### src/rtl/addr_tx_pkg.sv
`default_nettype none
// ============================================================================
// Module   : addr_tx_pkg
// Purpose  : Shared types for the address-link transmit sequencer.
// Revision : 1.0 - initial release
// ============================================================================
package addr_tx_pkg;

  localparam int ADDR_W_DEF = 11;

  typedef logic [10:0] link_addr_t;

  typedef enum logic [1:0] {
    IDLE      = 2'd0,
    ISSUE     = 2'd1,
    WAIT_BUSY = 2'd2,
    WAIT_DONE = 2'd3
  } tx_state_e;

endpackage
`default_nettype wire

### src/rtl/sync_fifo.sv
`default_nettype none
// ============================================================================
// Module   : sync_fifo
// Purpose  : Single-clock FIFO. Pushes into a full FIFO and pops from an
//            empty one are ignored, so callers may request either freely.
// Revision : 1.0 - initial release
// ============================================================================
module sync_fifo #(
  parameter int WIDTH = 11,
  parameter int DEPTH = 4
) (
  input  logic             clk,
  input  logic             rst,
  input  logic             push,
  input  logic             pop,
  input  logic [WIDTH-1:0] din,
  output logic [WIDTH-1:0] dout,
  output logic             full,
  output logic             empty
);

  localparam int PTR_W = $clog2(DEPTH);
  localparam int CNT_W = $clog2(DEPTH) + 1;

  logic [WIDTH-1:0] mem_q [DEPTH];
  logic [PTR_W-1:0] wr_ptr_q, wr_ptr_d;
  logic [PTR_W-1:0] rd_ptr_q, rd_ptr_d;
  logic [CNT_W-1:0] count_q, count_d;
  logic             w_do_push;
  logic             w_do_pop;

  assign full      = (count_q == CNT_W'(DEPTH));
  assign empty     = (count_q == '0);
  assign dout      = mem_q[rd_ptr_q];
  assign w_do_push = push & ~full;
  assign w_do_pop  = pop & ~empty;

  // Pointer and occupancy update; pointers wrap naturally (DEPTH is 2^n).
  always_comb begin
    wr_ptr_d = wr_ptr_q;
    rd_ptr_d = rd_ptr_q;
    count_d  = count_q;
    if (w_do_push) wr_ptr_d = wr_ptr_q + PTR_W'(1);
    if (w_do_pop)  rd_ptr_d = rd_ptr_q + PTR_W'(1);
    case ({w_do_push, w_do_pop})
      2'b10:   count_d = count_q + CNT_W'(1);
      2'b01:   count_d = count_q - CNT_W'(1);
      default: count_d = count_q;
    endcase
  end

  // Control registers with synchronous reset.
  always_ff @(posedge clk) begin
    if (rst) begin
      wr_ptr_q <= '0;
      rd_ptr_q <= '0;
      count_q  <= '0;
    end else begin
      wr_ptr_q <= wr_ptr_d;
      rd_ptr_q <= rd_ptr_d;
      count_q  <= count_d;
    end
  end

  // Storage array; contents are don't-care until written, so no reset.
  always_ff @(posedge clk) begin
    if (w_do_push) mem_q[wr_ptr_q] <= din;
  end

endmodule
`default_nettype wire

### src/rtl/addr_tx_sequencer.sv
`default_nettype none
// ============================================================================
// Module   : addr_tx_sequencer
// Purpose  : Queues address requests and issues them one at a time on the
//            start/address_bus link, completing each on the receiver's
//            active-low ready handshake, with a watchdog on both waits.
// Revision : 1.0 - initial release
// ============================================================================
import addr_tx_pkg::*;

module addr_tx_sequencer #(
  parameter int ADDR_W  = ADDR_W_DEF,
  parameter int DEPTH   = 4,
  parameter int TIMEOUT = 16
) (
  input  logic              clock,
  input  logic              reset,
  input  logic              req_valid,
  input  logic [ADDR_W-1:0] req_address,
  output logic              req_ready,
  output logic              start,
  output logic [ADDR_W-1:0] address_bus,
  input  logic              ready,
  output logic              busy,
  output logic              timeout_err,
  output logic [15:0]       issued_count
);

  // Wide enough to hold TIMEOUT itself, so the counter can never wrap.
  localparam int               CNT_W    = $clog2(TIMEOUT + 1);
  localparam logic [CNT_W-1:0] TMO_LAST = CNT_W'(TIMEOUT - 1);

  tx_state_e         state_q, state_d;
  logic [ADDR_W-1:0] addr_q, addr_d;
  logic              start_q, start_d;
  logic              tmo_q, tmo_d;
  logic [CNT_W-1:0]  cnt_q, cnt_d;
  logic [15:0]       issued_q, issued_d;

  logic              w_fifo_pop;
  logic              w_fifo_full;
  logic              w_fifo_empty;
  logic [ADDR_W-1:0] w_fifo_dout;

  assign req_ready    = ~w_fifo_full;
  assign start        = start_q;
  assign address_bus  = addr_q;
  assign busy         = (state_q != IDLE);
  assign timeout_err  = tmo_q;
  assign issued_count = issued_q;

  sync_fifo #(
    .WIDTH (ADDR_W),
    .DEPTH (DEPTH)
  ) u_fifo (
    .clk   (clock),
    .rst   (reset),
    .push  (req_valid & req_ready),
    .pop   (w_fifo_pop),
    .din   (req_address),
    .dout  (w_fifo_dout),
    .full  (w_fifo_full),
    .empty (w_fifo_empty)
  );

  // Next-state logic; start_d is set on entry to ISSUE so start_q is high
  // for exactly the ISSUE cycle, and timeout_err is a one-cycle pulse.
  always_comb begin
    state_d    = state_q;
    addr_d     = addr_q;
    start_d    = 1'b0;
    tmo_d      = 1'b0;
    cnt_d      = cnt_q;
    issued_d   = issued_q;
    w_fifo_pop = 1'b0;
    case (state_q)
      IDLE: begin
        if (!w_fifo_empty && !ready) begin
          w_fifo_pop = 1'b1;
          addr_d     = w_fifo_dout;
          start_d    = 1'b1;
          state_d    = ISSUE;
        end
      end
      ISSUE: begin
        cnt_d   = '0;
        state_d = WAIT_BUSY;
      end
      WAIT_BUSY: begin
        if (ready) begin
          cnt_d   = '0;
          state_d = WAIT_DONE;
        end else if (cnt_q == TMO_LAST) begin
          tmo_d   = 1'b1;
          state_d = IDLE;
        end else begin
          cnt_d = cnt_q + CNT_W'(1);
        end
      end
      WAIT_DONE: begin
        if (!ready) begin
          issued_d = issued_q + 16'd1;
          state_d  = IDLE;
        end else if (cnt_q == TMO_LAST) begin
          tmo_d   = 1'b1;
          state_d = IDLE;
        end else begin
          cnt_d = cnt_q + CNT_W'(1);
        end
      end
      default: state_d = IDLE;
    endcase
  end

  // State and output registers with synchronous reset.
  always_ff @(posedge clock) begin
    if (reset) begin
      state_q  <= IDLE;
      addr_q   <= '0;
      start_q  <= 1'b0;
      tmo_q    <= 1'b0;
      cnt_q    <= '0;
      issued_q <= '0;
    end else begin
      state_q  <= state_d;
      addr_q   <= addr_d;
      start_q  <= start_d;
      tmo_q    <= tmo_d;
      cnt_q    <= cnt_d;
      issued_q <= issued_d;
    end
  end

endmodule
`default_nettype wire

### config.mk
export PLATFORM = sky130hd
export DESIGN_NAME = addr_tx_sequencer
export DESIGN_NICKNAME = d
export VERILOG_FILES = /design/src/rtl/addr_tx_pkg.sv /design/src/rtl/sync_fifo.sv /design/src/rtl/addr_tx_sequencer.sv
export SDC_FILE = /design/constraint.sdc
export NUM_CORES = 1
export LEC_CHECK = 0
export ABC_AREA = 1
export BUFFER_PORTS_ARGS = -buffer_cell sky130_fd_sc_hd__buf_2
export CORE_MARGIN = 2
export CORE_UTILIZATION = 27
export CTS_CLUSTER_SIZE = 40
export DETAILED_ROUTE_END_ITERATION = 10
export HOLD_SLACK_MARGIN = 0.08
export SETUP_SLACK_MARGIN = 0.05
export SLEW_MARGIN = 30
export SYNTH_ARGS = -nofsm -noshare
export SYNTH_HDL_FRONTEND = slang
export SYNTH_SLANG_ARGS = --single-unit
### constraint.sdc
create_clock -name clock -period 5.3 [get_ports clock]
set_input_delay 1.06 -clock clock [delete_from_list [all_inputs] [get_ports clock]]
set_output_delay 1.06 -clock clock [all_outputs]
set_load 0.02 [all_outputs]
-- After elaboration in Yosys (flattened, before gate mapping)
Memory sizes are Yosys's and may differ from the RTL's. A register that Yosys moved wholly into a read port is not among the register bits.
Cells that the tools add are included.
- bitwise gates (word level): 6
- equality and inequality tests: 9
- multiplexer cells: 18
- add/sub/neg operators: 6
- reduce and logical (&&, ||, !) cells: 11
- operators by type and width (kind ; count):
    $add 16x1->16 const B ; 1
    $mux 5 ; 3
    $pmux 5 s3 ; 1
    $mux 2 ; 4
    $pmux 2 s4 ; 1
    $mux 1 ; 7
    $eq 2x2->1 const B ; 3
    $pmux 3 s2 ; 1
    $reduce_and 2->1 ; 3
    $add 5x1->5 const B ; 1
    $eq 5x4->1 const B ; 1
    $add 2x1->2 const B ; 2
    $eq 2x1->1 const B ; 2
    $ne 2x2->1 const B ; 2
    $reduce_bool 2->1 ; 2
    $add 3x1->3 const B ; 1
    $and 1x1->1 ; 3
    $eq 3x3->1 const B ; 1
    $logic_not 3->1 ; 1
    $not 1->1 ; 3
    $reduce_bool 3->1 ; 1
    $sub 3x1->3 const B ; 1
    $logic_not 1->1 ; 2
    $logic_not 2->1 ; 1
    other kinds (2) ; 2
- input port bits: 15
- memories: 1
- logic and storage cells: 59
- RAM bits: 44
- flip-flop bits (word level): 32
- memories (name ; depth ; width ; rd ports ; clocked after memory_dff ; write ports ; line ; text):
    u_fifo.mem_q ; 4 ; 11 ; 1 ; 1 ; 1 ; sync_fifo.sv:25 ; logic [WIDTH-1:0] mem_q [DEPTH];

-- Logic depth before layout (Yosys ltp)
Gate-level depths: netlist of run 1.
- depth after elaboration: 8
- gate-level depth with buffers: 12

-- Modules after synthesis
A second synthesis of run 1 with hierarchy kept.
- cells, all modules: 415
- area total of the unflattened synthesis: 3839.9 um^2
- modules (own cells, without submodules) (module ; area an instance (um^2) ; cells each ; times used ; sequential area each (um^2)):
    sync_fifo ; 2139.6 ; 177 ; 1 ; 1501.4
    addr_tx_sequencer ; 1700.4 ; 238 ; 1 ; 720.7

-- Worst setup path after synthesis of run 1
Ideal clock, no wire load.
- path type: input-to-reg
- from: input port ready
- to: register u_fifo.count_q[2]
- buffers on the path: 1
- required time: 5178 ps
- stages on the path: 11
- data arrival time: 2433 ps
- slack: 2745 ps
- cells stage by stage: inv_2 -> nand3_4 -> inv_2 -> buf_6 -> ha_1 -> inv_1 -> fa_1 -> a21oi_1 -> o21ai_0 -> o21ai_0 -> a21oi_1
- word-level cells in the longest chain between the ends: 7
- elaborated cells on any way between the ends: 9
- ends and longest elaborated chain (item ; line ; text):
    start: declaration ; addr_tx_sequencer.sv:23 ; input logic ready,
    $logic_not 1->1 (*) ; n/a ;
    $logic_and 1x1->1 (*) ; addr_tx_sequencer.sv:78 ; if (!w_fifo_empty && !ready) begin
    $mux 1 (*) ; addr_tx_sequencer.sv:78 ;
    $mux 1 (*) ; addr_tx_sequencer.sv:76 ; case (state_q)
    $and 1x1->1 (*) ; sync_fifo.sv:36 ; assign w_do_pop = pop & ~empty;
    net u_fifo.w_do_pop ; sync_fifo.sv:30 ; logic w_do_pop;
    $eq 2x1->1 / $eq 2x2->1 (equally long branches) ; sync_fifo.sv:45 ; case ({w_do_push, w_do_pop})
    $pmux 3 s2 / $reduce_bool 2->1 (equally long branches) ; n/a ;
    end signal: assignment ; sync_fifo.sv:61 ; count_q <= count_d;
    end: declaration ; sync_fifo.sv:28 ; logic [CNT_W-1:0] count_q, count_d;
Mark *: on every way through the listed nets, which the timed path passes. The rest lies on a longest branch.
A chain may end at the register's enable or synchronous reset.

-- Final worst setup path of run 1
- from: input port ready
- to: register u_fifo.count_q[2]
- word-level cells in the longest chain between the ends: 7
- elaborated cells on any way between the ends: 9
- ends and longest elaborated chain (item ; line):
    $logic_not 1->1 (*) ; n/a
    $logic_and 1x1->1 (*) ; addr_tx_sequencer.sv:78
    $mux 1 (*) ; addr_tx_sequencer.sv:78
    $mux 1 (*) ; addr_tx_sequencer.sv:76
    $and 1x1->1 (*) ; sync_fifo.sv:36
    $eq 2x1->1 / $eq 2x2->1 (equally long branches) ; sync_fifo.sv:45
    $pmux 3 s2 / $reduce_bool 2->1 (equally long branches) ; n/a
Mark *: on every way between the ends. The rest lies on a longest branch, timed or not.

==> results of run 1 <==
-- where the power goes --
| group | switching (mW) | internal (mW) | total [mW] |
|---|---|---|---|
| clock network | 0.279 | 0.325 | 0.604 |
| logic | 0.284 | 0.134 | 0.418 |
| registers | 0.0691 | 0.801 | 0.870 |
| total | 0.632 | 1.26 | 1.89 |
-- worst paths after layout --
check	cells past startpoint	from	endpoint
max reg2reg	10	state_q[0]	u_fifo.count_q[2]
min reg2reg	2	cnt_q[4]	cnt_q[4]
min	2	cnt_q[4]	cnt_q[4]
max	11	ready	u_fifo.count_q[2]
-- stage by stage --
stage / setup slack [ns] / utilization [%] / hold slack [ns]
after CTS: 2.727 / 32.67 / 0.4608
after floorplan: 2.745 / - / 0.4235
after global routing: 2.477 / 32.67 / 0.4751
after detailed placement: 2.360 / 30.56 / 0.4495
final: 2.725 / 32.67 / 0.4597
after global placement: 2.391 / 30.49 / 0.4402
-- layout make-up --
class | instances | area, um^2 | share of cell area [%]
clock buffers | 10 | 229.0 | 5.292
clock inverters | 6 | 50.05 | 1.157
inverters | 44 | 165.2 | 3.817
multi-input cells | 243 | 1255 | 29.01
flip-flops and latches | 87 | 2182 | 50.43
well taps | 176 | 220.2 | 5.090
repair buffers | 45 | 225.2 | 5.205
-- flip-flops by register name, summed over array words and instances, names as in the netlist --
| name | cells |
|---|---|
| u_fifo.mem_q | 44 |
| issued_count | 16 |
| address_bus | 11 |
| cnt_q | 5 |
| u_fifo.count_q | 3 |
| state_q | 2 |
| u_fifo.rd_ptr_q | 2 |
| u_fifo.wr_ptr_q | 2 |
| start | 1 |
| timeout_err | 1 |
-- critical path, delay by kind of cell --
kind | cells | cell delay, ns
buf+inv | 4 | 0.53
fa+ha+maj | 2 | 0.56
simple gates | 1 | 0.19
compound gates | 4 | 0.46
-- placed cells by master (no fill, tap or decap), types with 9 or more instances in the layout --
cell type  synthesis  layout
inv_1             39      38
clkbuf_16          0       9
nand3_1           12      12
o21ai_0           38      38
edfxtp_1          44      44
o22ai_1           11      11
nand2_1           35      35
nor2_1            80      76
a21oi_1           17      17
dfxtp_1           43      43
buf_2              6      45
o21ai_1           15      15
-- per-layer routing --
layer | part of all wire, % | vias to the layer above | global-route usage, %
met5 | 0 | - | 0
met4 | 2.3 | 0 | 5.669
met3 | 3.4 | 12 | 3.349
met2 | 48 | 37 | 18.47
met1 | 46 | 1248 | 13.93
li1 | - | 1385 | -
-- kinds of logic after synthesis --
logic type / count (synthesis)
xor gates and xnor gates: 2
buffers and inverters: 56
and+or+nand+nor: 148
DFF: 87
adders and majority gates: 8
AOI/OAI and AO/OA: 85
==> summary.md, run 1 <==
| Metric | Value |
|---|---|
| Height of the die | `~120 um` |
| Yosys cell types | `32` |
| Async SR Flop Fraction | `0%` |
| Die area | `14,490 um^2` |
| Run status | `finished clean` |
| Initial antenna violation count | `0` |
| Area leader, netlist | `edfxtp_1` |
| Leakage | `about 1.7 nW` |
| Syn Area/Cell | `approximately 9.5 um^2` |
| Clock latency on the worst-skew pair | `approximately 0.34 ns` |
| Hold Path Class | `flop to flop` |
| Number of routed nets with antenna violations | `0` |
| Setup_tns | `0 ns` |
| Core ar. | `about 13,000 um^2` |
| Unrepaired setup endpoints after global routing | `false` |
| Mux share of post-synthesis cell area | `0%` |
| Grt ovf | `0` |
| Max-Cap Viols | `0` |
| Ys Warns | `0` |
| Area share of the largest cell type after synthesis | `36.14%` |
| Initial Util | `roughly 28%` |
| Top-count cell post-synth | `nor2_1` |
| DP Wirelength | `approximately 5.3 mm` |
| Final setup viols | `0` |
| First-pass GRT wire length | `~13 mm` |
| CTS clk-pin slew, worst paths | `0.06 ns` |
| Startpoint types | `input pin` |
| CTS H-Tree Depth | `3` |
| Total global-route track usage | `between 10 and 15%` |
| Ys flop type | `edfxtp_1` |
| Ant diodes | `0` |
| CP cell instances | `buf_2 -> inv_2 -> nand3_4 -> inv_2 -> ha_1 -> inv_1 -> fa_1 -> a21oi_1 -> o21ai_0 -> o21ai_0 -> a21oi_1` |
| Synth cell count leaders | `80 x nor2_1, 44 x edfxtp_1, 43 x dfxtp_1, 39 x inv_1, 38 x o21ai_0` |
| Routed wire length | `approximately 7.7 mm` |
| Number of remaining DRC errors | `0` |
| Power Density | `between 400 and 500 nW/um^2` |
| Pin count of the biggest net entering global routing | `35` |
| Worst-Margin Slew | `roughly 0.88 ns` |
| Post_cts resized | `0` |
| Top post-synthesis cells by area | `edfxtp_1 36%, dfxtp_1 24%, nor2_1 8.2%, o21ai_0 5.2%, inv_1 4.0%` |
| Simple-gate share of the synthesized area | `between 15 and 20%` |
| Fin cells | `611` |
| Num CTS Buffers | `9` |
| Final Skew | `about 0.0064 ns` |
| Reg2reg setup slack | `3.07 ns` |
| Design Area, Final | `roughly 4300 um^2` |
| EDFF count, synth | `44` |
| CTS tree | `done` |
| CP arrival | `between 2 and 3 ns` |
| Max frequency | `388.3 MHz` |
| Die Wd | `approximately 120 um` |
| Post-Synth Adder-Cell Area | `under 10%` |
| Placed cell area | `around 4000 um^2` |
| Hold_buf cts | `0` |
| Max Slew Vio Count | `0` |
| Via count | `2,682` |
| Final worst path period share | `between 40% and 50%` |
| Number of global-route vias before repair | `2,633` |
| Slew Limit Headroom | `41.27%` |
| Rows | `42` |
| CP Max Fanout | `17` |
| Syn nets | `just over 400` |
| Synthesized flop and latch total | `87` |
| Clock root buffer | `clkbuf_16` |
| Largest family of logic cells by synthesized area | `simple AND/OR/NAND/NOR gates` |
| Max incr delay on CP | `approximately 0.38 ns` |
| WP data required | `between 5 and 6 ns` |
| Synth-to-Final Area Change | `18.34%` |
| Bufs on Longest Clock Path | `2` |
| Worst Setup End Kind | `flop` |
| Drt initial violations | `roughly 190` |
| First-pass detailed-route iteration total | `4` |
| Placed insts | `around 600` |
| Layout Nets | `~450` |
| Synth Cell Area | `3656 um^2` |
| Clock Sinks | `87` |
| Total power draw | `~1.9 mW` |
| DR vias/cell | `4.390` |
| Post-synthesis xor/xnor area fraction | `0.4791%` |
| Avg WL per Cell | `approximately 13 um` |
| Slowest-stage cell, CP | `fa_1` |
| Setup Fix Bufs, Post-CTS | `0` |
| Maximum vdd ir drop | `about 0.19 mV` |
| Routability congestion estimate | `about 0.78` |
| Fill count | `approximately 1,400` |
| Cells after Synth | `around 390` |
| Setup CP Type | `input pin to flop` |
| Sequential share of the synthesized area | `roughly three fifths` |
| Fraction of layout cells with a size suffix above 1 | `a little under a fifth` |
| Compound-Gate Fraction of Synth Area | `between 10 and 15%` |
| Boundary Pins | `46` |
| Final hold viol count | `0` |
| Min Clock Period, post-route | `2.575 ns` |
| IO Port Bufs | `45` |
Power figures use the tool's default switching activity.
==> run 2, diff against run 1 <==
==> constraint.sdc (replaced) <==
create_clock -name clock -period 2.4 [get_ports clock]
set_input_delay 0.48 -clock clock [delete_from_list [all_inputs] [get_ports clock]]
set_output_delay 0.48 -clock clock [all_outputs]
set_load 0.02 [all_outputs]
==> summary.md, run 2 (synthesis results as in run 1) <==
| Metric | Value |
|---|---|
| Run status | `finished clean (unchanged)` |
| Number of global-route vias before repair | `2,682 (was 2,633)` |
| Fraction of layout cells with a size suffix above 1 | `20.05% (was 19.08%)` |
| DR vias/cell | `4.410 (was 4.390)` |
| Max incr delay on CP | `0.38 ns (about the same)` |
| Grt ovf | `0 (unchanged)` |
| Rows | `42 (unchanged)` |
| Power Density | `959.2 nW/um^2 (was 437.3 nW/um^2)` |
| CP arrival | `2.25 ns (was 2.80 ns)` |
| Maximum vdd ir drop | `0.3916 mV (was 0.1877 mV)` |
| Final hold viol count | `0 (unchanged)` |
| First-pass GRT wire length | `12.60 mm (was 12.81 mm)` |
| Routability congestion estimate | `0.7722 (was 0.7838)` |
| Bufs on Longest Clock Path | `2 (unchanged)` |
| CTS H-Tree Depth | `3 (unchanged)` |
| Min Clock Period, post-route | `a little over 2 ns` |
| Pin count of the biggest net entering global routing | `26 (was 35)` |
| Reg2reg path depth | `10 (unchanged)` |
| Max Slew Vio Count | `0 (unchanged)` |
| Setup Fix Bufs, Post-CTS | `0 (unchanged)` |
| Worst-Margin Slew | `0.6944 ns (was 0.8755 ns)` |
| Setup_tns | `0 ns (unchanged)` |
| Routed wire length | `7.712 mm (was 7.650 mm)` |
| Number of routed nets with antenna violations | `0 (unchanged)` |
| Fin util | `33.13% (was 32.67%)` |
| Avg WL per Cell | `12.44 um (was 12.52 um)` |
| Via count | `2,734 (was 2,682)` |
| Slew Limit Headroom | `53.65% (was 41.27%)` |
| Layout Nets | `462 (was 453)` |
| Commonest non-fill, non-tap cells in the layout | `80 x nor2_1, 45 x buf_2, 44 x edfxtp_1, 43 x dfxtp_1, 39 x inv_1 (was 76 x nor2_1, 45 x buf_2, 44 x edfxtp_1, 43 x dfxtp_1)` |
| First-pass detailed-route iteration total | `4 (unchanged)` |
| CTS clk-pin slew, worst paths | `0.06 ns (about the same)` |
| Height of the die | `120.4 um (unchanged)` |
| Largest register by flop count | `u_fifo.mem_q (unchanged)` |
| Initial antenna violation count | `0 (unchanged)` |
| Final worst path period share | `between 80% and 90%` |
| Final setup viols | `0 (unchanged)` |
| Max reg flops | `44 (unchanged)` |
| Hold_buf cts | `0 (unchanged)` |
| Setup CP Type | `flop to flop (was input pin to flop)` |
| Worst Setup End Kind | `flop (unchanged)` |
| Die Wd | `120.4 um (unchanged)` |
| Max frequency | `a little under 500 MHz` |
| Clock root buffer | `clkbuf_16 (unchanged)` |
| Clock latency on the worst-skew pair | `0.34 ns (about the same)` |
| Initial Util | `27.61% (unchanged)` |
| Hold Path Class | `input pin to flop (was flop to flop)` |
| Slowest-stage cell, CP | `fa_1 (unchanged)` |
| Total global-route track usage | `11.18% (was 11.44%)` |
| Die area | `14,490 um^2 (unchanged)` |
| Leakage | `1.704 nW (was 1.650 nW)` |
| IO Port Bufs | `45 (unchanged)` |
| Synth-to-Final Area Change | `20.02% (was 18.34%)` |
| CP Max Fanout | `9 (was 17)` |
| Worst hold stages | `1 (was 2)` |
| Unrepaired setup endpoints after global routing | `false (unchanged)` |
| WP data required | `2.61 ns (was 5.53 ns)` |
| DP Wirelength | `5.232 mm (was 5.265 mm)` |
| CP cell instances | `inv_1 -> nand3_1 -> nand2_2 -> ha_1 -> inv_1 -> fa_1 -> a21oi_1 -> o21ai_0 -> o21ai_0 -> a21oi_1 (was buf_2 -> inv_2 -> nand3_4 -> inv_2 -> ha_1 -> inv_1 -> fa_1 -> a21oi_1 -> o21ai_0 -> o21ai_0 -> a21oi_1)` |
| Core ar. | `13,240 um^2 (unchanged)` |
| Boundary Pins | `46 (unchanged)` |
| Final Skew | `0.007138 ns (was 0.006402 ns)` |
| Max-Cap Viols | `0 (unchanged)` |
| Ant diodes | `0 (unchanged)` |
| Number of remaining DRC errors | `0 (unchanged)` |
| Most common cell after layout, fill and taps aside | `nor2_1 (unchanged)` |
| Drt initial violations | `214 (was 187)` |
| Startpoint types | `flop (was input pin)` |
| Clock Sinks | `87 (unchanged)` |
| Num CTS Buffers | `9 (unchanged)` |
| CTS tree | `done (unchanged)` |
-- run 2: cell types whose count changed in the layout (fill, tap and decap cells not counted), moves of 2 or more --
| cell | delta |
|---|---|
| nor2_2 | -4 |
| buf_4 | +9 |
| nor2_1 | +4 |
| clkinv_4 | +2 |
-- run 2: final cells by class --
class | instances | area [um^2]
Sequential cell | 87 | 2182
Timing Repair Buffer | 54 | 292.8
Clock inverter | 6 | 51.30
Multi-Input combinational cell | 243 | 1247
Clock buffer | 10 | 229.0
Tap cell | 176 | 220.2
Fill cell | 1397 | 8855
Inverter | 44 | 165.2
-- run 2: where the power goes --
group / internal [mW] / leakage (nW) / switching (mW)
clock: 0.718 / 0.139 / 0.604
sequential: 1.77 / 0.754 / 0.0932
combinational: 0.336 / 0.811 / 0.690
total: 2.82 / 1.70 / 1.39
-- run 2: stage by stage --
step | hold slack (ns) | std cells | power [mW] | setup slack (ns) | cell area [um^2]
floorplan | 0.4235 | 386 | 2.615 | 0.4014 | 3656
global placement | 0.4445 | 604 | 2.899 | 0.3977 | 4105
detailed placement | 0.4510 | 604 | 2.930 | 0.3158 | 4105
CTS | 0.3376 | 620 | 4.252 | 0.3201 | 4385
global route | 0.3372 | 620 | 4.452 | 0.1467 | 4388
finish | 0.3489 | 620 | 4.209 | 0.3642 | 4388
-- run 2: routing by layer --
layer	vias up	routed length [um]	GRT usage, %
met4	0	127	4.797
met1	1293	3526	12.76
li1	1397	-	-
met2	35	3817	19.24
met3	9	241	3.491
met5	-	0	0
-- run 2: what timing repair did --
action	CTS	global route
endpoints found under the setup margin	0	1
endpoints found under the hold margin	0	0
resized for setup	0	1
-- run 2: final timing paths --
kind	startpoint	end	slack, ns
setup reg to reg	u_fifo.count_q[0]	u_fifo.count_q[2]	0.36
hold reg to reg	cnt_q[4]	cnt_q[4]	0.46
hold / removal	req_address[1]	u_fifo.mem_q[3][1]	0.35
setup / recovery	u_fifo.count_q[0]	u_fifo.count_q[2]	0.36
-- run 2: worst max-delay path: cells and delay by family (launching register included) --
kind	cells	cell delay [ns]
compound gates	4	0.57
fa+ha+maj	2	0.55
buf+inv	2	0.19
flops	1	0.30
simple gates	2	0.31
